### src/rtl/register_window.sv
// -----------------------------------------------------------------------------
// register_window
//
// One SPARC-style register window. Holds the 8 locals (r16-r23) and the
// 8 ins (r24-r31) of a single window and assembles the full 32-register view
// on two combinational read ports. Globals (r0-r7) and outs (r8-r15) live
// outside this block and arrive on GA/GB and AxIn/BxIn. The ins are exported
// on AxOut/BxOut, where the adjacent window sees them as its outs.
//
// Ports
//   Clk          clock; every register write happens on its rising edge
//   Rst_n        asynchronous active-low reset; clears all 16 registers
//   RA, RB [4:0] read addresses for ports A and B
//   RE     [7:0] one-hot (or broadcast) register-within-bank write select
//   WE           write enable for this window
//   BE3          ins bank select (r24-r31)
//   BE2          locals bank select (r16-r23)
//   BE1          outs bank select; qualifies cross-window writes (WEx)
//   WEx          cross-window write strobe from the neighbour writing its outs
//   in    [31:0] write data
//   GA, GB       global-register read data for ports A and B
//   AxIn, BxIn   neighbour's outs read data for ports A and B
//   Aout, Bout   read data for ports A and B
//   AxOut, BxOut ins[RA[2:0]] / ins[RB[2:0]], exported to the neighbour
//
// Configuration
//   RW_BYPASS_EN  when defined, a local or in register being written this
//                 cycle shows `in` on any output addressing it (write-through
//                 forwarding, suppressed while Rst_n is low). When undefined,
//                 outputs always reflect stored contents.
// -----------------------------------------------------------------------------
module register_window (
   input  logic        Clk,
   input  logic        Rst_n,
   input  logic [4:0]  RA,
   input  logic [4:0]  RB,
   input  logic [7:0]  RE,
   input  logic        WE,
   input  logic        BE3,
   input  logic        BE2,
   input  logic        BE1,
   input  logic        WEx,
   input  logic [31:0] in,
   input  logic [31:0] GA,
   input  logic [31:0] GB,
   input  logic [31:0] AxIn,
   input  logic [31:0] BxIn,
   output logic [31:0] Aout,
   output logic [31:0] Bout,
   output logic [31:0] AxOut,
   output logic [31:0] BxOut
);

   // Bank select encoding on address bits [4:3]
   localparam logic [1:0] SEL_GLOBAL = 2'b00;
   localparam logic [1:0] SEL_OUTS   = 2'b01;
   localparam logic [1:0] SEL_LOCALS = 2'b10;
   localparam logic [1:0] SEL_INS    = 2'b11;

   logic [31:0] locals [8];
   logic [31:0] ins    [8];

   // Forwarding-adjusted views of the two banks; equal to storage when
   // bypass is not compiled in.
   logic [31:0] local_view [8];
   logic [31:0] ins_view   [8];

   logic [7:0] local_wr;
   logic [7:0] ins_wr;

   // Per-register write strobes. The ins can be written either by this
   // window (WE & BE3) or by the neighbour writing its outs (WEx & BE1);
   // both at once is a single write of the same data. WE & BE1 alone
   // targets the neighbour's storage and writes nothing here.
   assign local_wr = (WE && BE2) ? RE : 8'h00;
   assign ins_wr   = ((WE && BE3) || (WEx && BE1)) ? RE : 8'h00;

   // Storage. Reset wins over a same-edge write.
   always_ff @(posedge Clk or negedge Rst_n) begin
      if (!Rst_n) begin
         for (int i = 0; i < 8; i++) begin
            locals[i] <= '0;
            ins[i]    <= '0;
         end
      end else begin
         for (int i = 0; i < 8; i++) begin
            if (local_wr[i]) locals[i] <= in;
            if (ins_wr[i])   ins[i]    <= in;
         end
      end
   end

`ifdef RW_BYPASS_EN
   // Write-through: a register being written this cycle reads as `in`.
   // Gated by Rst_n so reset always presents cleared contents.
   always_comb begin
      for (int i = 0; i < 8; i++) begin
         local_view[i] = (Rst_n && local_wr[i]) ? in : locals[i];
         ins_view[i]   = (Rst_n && ins_wr[i])   ? in : ins[i];
      end
   end
`else
   always_comb begin
      for (int i = 0; i < 8; i++) begin
         local_view[i] = locals[i];
         ins_view[i]   = ins[i];
      end
   end
`endif

   // Port A read mux
   always_comb begin
      Aout = GA;
      case (RA[4:3])
         SEL_GLOBAL: Aout = GA;
         SEL_OUTS:   Aout = AxIn;
         SEL_LOCALS: Aout = local_view[RA[2:0]];
         SEL_INS:    Aout = ins_view[RA[2:0]];
         default:    Aout = GA;
      endcase
   end

   // Port B read mux
   always_comb begin
      Bout = GB;
      case (RB[4:3])
         SEL_GLOBAL: Bout = GB;
         SEL_OUTS:   Bout = BxIn;
         SEL_LOCALS: Bout = local_view[RB[2:0]];
         SEL_INS:    Bout = ins_view[RB[2:0]];
         default:    Bout = GB;
      endcase
   end

   // Exported ins ignore the bank bits: the neighbour decodes its own
   // address and uses these only when it selects its outs.
   assign AxOut = ins_view[RA[2:0]];
   assign BxOut = ins_view[RB[2:0]];

endmodule

### config.mk
export PLATFORM = sky130hd
export DESIGN_NAME = register_window
export DESIGN_NICKNAME = d
export VERILOG_FILES = /design/src/rtl/register_window.sv
export SDC_FILE = /design/constraint.sdc
export NUM_CORES = 1
export LEC_CHECK = 0
export ABC_CLOCK_PERIOD_IN_PS = 2900
export CELL_PAD_IN_SITES_DETAIL_PLACEMENT = 0
export CELL_PAD_IN_SITES_GLOBAL_PLACEMENT = 2
export CORE_MARGIN = 5
export CORE_UTILIZATION = 44
export DETAILED_ROUTE_END_ITERATION = 10
export PLACE_DENSITY_LB_ADDON = 0.1
export REMOVE_ABC_BUFFERS = 1
export SLEW_MARGIN = 20
export SYNTH_ARGS = -nofsm -noshare
export SYNTH_HDL_FRONTEND = slang
export SYNTH_SLANG_ARGS = --single-unit
### constraint.sdc
create_clock -name Clk -period 2.9 [get_ports Clk]
set_input_delay 0.435 -clock Clk [delete_from_list [all_inputs] [get_ports Clk]]
set_output_delay 0.435 -clock Clk [all_outputs]
set_load 0.005 [all_outputs]
==> metrics.md <==
| Metric | Value |
|---|---|
| Reg2reg path depth | 1 |
| Final Skew | 0 ns |
| Top-Level Pins | 313 |
| Slowest stage delay, CP | 0.51 ns |
| Setup-failing EPs final | 0 |
| Placed Instance Area | 33,400 sq um |
| Post-synthesis sequential area ratio | 45.6% |
| Synth cell types | 24 |
| Reg-to-Reg Start | ins[252] |
| Yosys top cell by area | dfrtp_1 |
| Final period util | 99.7% |
| Clock buffer depth | 3 |
| Pre-CTS setup slack | -0.0935 ns |
| CTS H-tree lvls | 2 |
| # DRC | 0 |
| Post-synth top area share | 45.6% |
| Area contributors post-synth | dfrtp_1 (46%), mux2_1 (21%), mux4_2 (14%), mux2i_1 (4.6%), mux2_2 (2.6%) |
| TritonRoute pass-1 iters | 5 |
| Via density | ~6.0 |
| Rows | between 90 and 100 |
| Largest net degree at the start of global routing | 89 |
| Syn_area_per_cell | 14.4 sq um |
| Initial Util | 44.5% |
| Post-route cell area | 35,700 sq um |
| Detail Placement HPWL | 59.9 mm |
| Average wire per standard cell | approximately 28 um |
| Share of cells above drive strength 1 | between 20% and 30% |
| Routed vias | around 19,000 |
| Clk pin slew, worst setup/hold paths | 0.06 ns |
| GRT Util Overall | 25.7% |
| Syn-to-layout area delta | 27.0% |
| Cells along the critical path | clkdlybuf4s50_1 -> nand2b_2 -> buf_4 -> a221oi_1 -> o21ai_1 -> nand3_1 -> clkdlybuf4s50_1 |
| Start point of the critical path | RB[3] |
| Critical Path Source Type | input pin |
| DR iter-0 viols | ~1,100 |
| CTS Sinks | 512 |
| Reg-to-reg slack, setup | 2.06 ns |
| Chip height | 263 um |
| Ys Warns | 0 |
| Maximum clock frequency | 346 MHz |
| CP endpoint kind | output pin |
| P_leak | between 15 and 20 nW |
| Top Family by Delay on Critical Path | buffers and inverters |
| Worst Max-Slew Pin Slew | around 0.65 ns |
| CP Data Required Time | 2.47 ns |
| VDD IR max | ~470 uV |
| IO buf count | 312 |
| Cell at the slowest stage of the critical path | clkdlybuf4s50_1 |
| Total Power | 22.4 mW |
| Initial antenna violation count | 1 |
| Min-delay worst type | in2async |
| Critical R2R Capture | ins[252] |
| Outcome | completed |
| CTS root buf | clkbuf_16 |
| WP buf/inv | 3 |
| Post-Syn Instances | 1,956 |
| Setup TNS | 0 ns |
| # fillers | ~5,100 |
| Post-route ant nets | 0 |
| Nets | 2,523 |
| Crit Path Max Fanout | 15 |
| Max-Cap Viols | 0 |
| Final Hold Viols | 0 |
| FF+latch count, synth | 512 |
| Worst Path Class, Setup | in2out |
| Clock latency at the later pin of the worst-skew pair | between 0.6 and 0.7 ns |
| CP Data Arrival Time | approximately 2.5 ns |
| Routed wire length | between 80 and 90 mm |
| GP Congestion | 0.809 |
| Vias in the first global route | 20,900 |
| Post-synthesis instance area | roughly 28,000 sq um |
| Final min period | 2.89 ns |
| Total core area | about 63,000 sq um |
| Num CTS Buffers | 58 |
| Rel. slew slack | 56.3% |
| Crit path to | Bout[11] |
| Fin. max-slew vios | 0 |
| GRT overflow | 0 |
| First-pass GRT wire length | 137 mm |
| Setup ws final | 0.00755 ns |
| CTS tree | built |
| RSZ-0062 raised after global routing | yes |
| Die area | 69,000 sq um |
| Die width | 263 um |
| Most numerous cell on the critical path | clkdlybuf4s50_1 |
| Levels on crit path | 7 |
| Power Density | 627 nW/um^2 |
timing repair:
item,4_1_cts,5_1_grt
endpoints found under the setup margin,48,52
resized for setup,29,55
hold buffers,1,0
gates cloned,1,0
hold endpoints to repair,63,0
setup buffers,0,5
cells in the final DEF, fill, tap and decap left out, types with 2 or more instances in the layout:
master	count
and2_2	4
nand2_1	63
clkdlybuf4s50_1	259
and2_1	3
buf_12	49
mux2_1	512
o21ai_1	63
a221oi_2	20
a221oi_1	44
clkbuf_16	62
mux2_4	5
mux2i_1	128
mux4_4	3
buf_8	2
clkinvlp_4	2
buf_6	3
a22oi_1	64
buf_4	151
clkbuf_8	17
dfrtp_1	512
nor2_4	2
dlymetal6s2s_1	36
clkbuf_1	15
mux4_2	180
dlygate4sd2_1	10
nand2_2	16
nor2b_4	5
mux2_2	59
nand3_1	64
clkinv_2	7
bufinv_16	2
mux4_1	9
cell type report:
| cell class | instances | area [sq um] | area share [%] |
|---|---|---|---|
| antenna | 1 | 2.50 | 0.00702 |
| clock buffer | 91 | 1790 | 5.02 |
| clock inverter | 11 | 110 | 0.309 |
| multi-input combinational | 1251 | 14500 | 40.6 |
| sequential | 512 | 12800 | 35.9 |
| tap | 846 | 1060 | 2.97 |
| timing repair buffer | 515 | 5400 | 15.1 |
cells in the mapped netlist:
cell type	count
nand2b_1	2
a221oi_1	64
clkbuf_1	77
mux2_1	512
clkbuf_2	1
buf_2	76
o21ai_1	64
mux2_2	64
mux4_4	3
dfrtp_1	512
nor2b_1	6
nand3_1	64
buf_6	18
mux2i_1	128
mux4_2	179
buf_1	5
nand2_1	80
buf_8	4
mux4_1	10
a22oi_1	64
nor2_1	2
and2_1	7
buf_4	13
a22o_1	1
how the worst min path moves through the flow:
stage                     to   from  cells past startpoint  slack (ns)
floorplan             ins[0]  Rst_n                      0        0.14
global placement    ins[194]  Rst_n                      1        0.45
detailed placement  ins[194]  Rst_n                      1        0.45
CTS                 ins[194]  Rst_n                      2        0.40
global route        ins[194]  Rst_n                      2        0.43
finish              ins[194]  Rst_n                      2        0.39
cells by family after synthesis:
family	synth area share [%]
AOI/OAI and AO/OA	4.88
buffers and inverters	3.75
and+or+nand+nor	2.57
DFF	45.6
muxes	43.2
metrics by stage:
step                std cells  hold slack (ns)  util, %
floorplan                1762            0.139        -
global placement         3117            0.452     52.9
detailed placement       3117            0.450     52.9
CTS                      3221            0.397     56.1
global route             3227            0.432     56.4
finish                   3227            0.385     56.4
state kept, by name (all words and copies together) (netlist names):
| register | flops |
|---|---|
| local_view | 256 |
| ins | 256 |
report_power, final:
group | switching, mW | internal, mW
Combinational | 2.21 | 3.35
Sequential | 0.965 | 8.49
Clock | 2.97 | 4.36
Total | 6.15 | 16.2
layer usage:
metal / share of wire (%) / track usage (%) / vias up
met2: 48 / 41.6 / 528
met4: 2.0 / 5.88 / 0
met5: 0 / 0 / -
met3: 5.9 / 5.41 / 112
met1: 44 / 36.1 / 10300
li1: - / - / 8332
(Power assumes the default switching activity.)
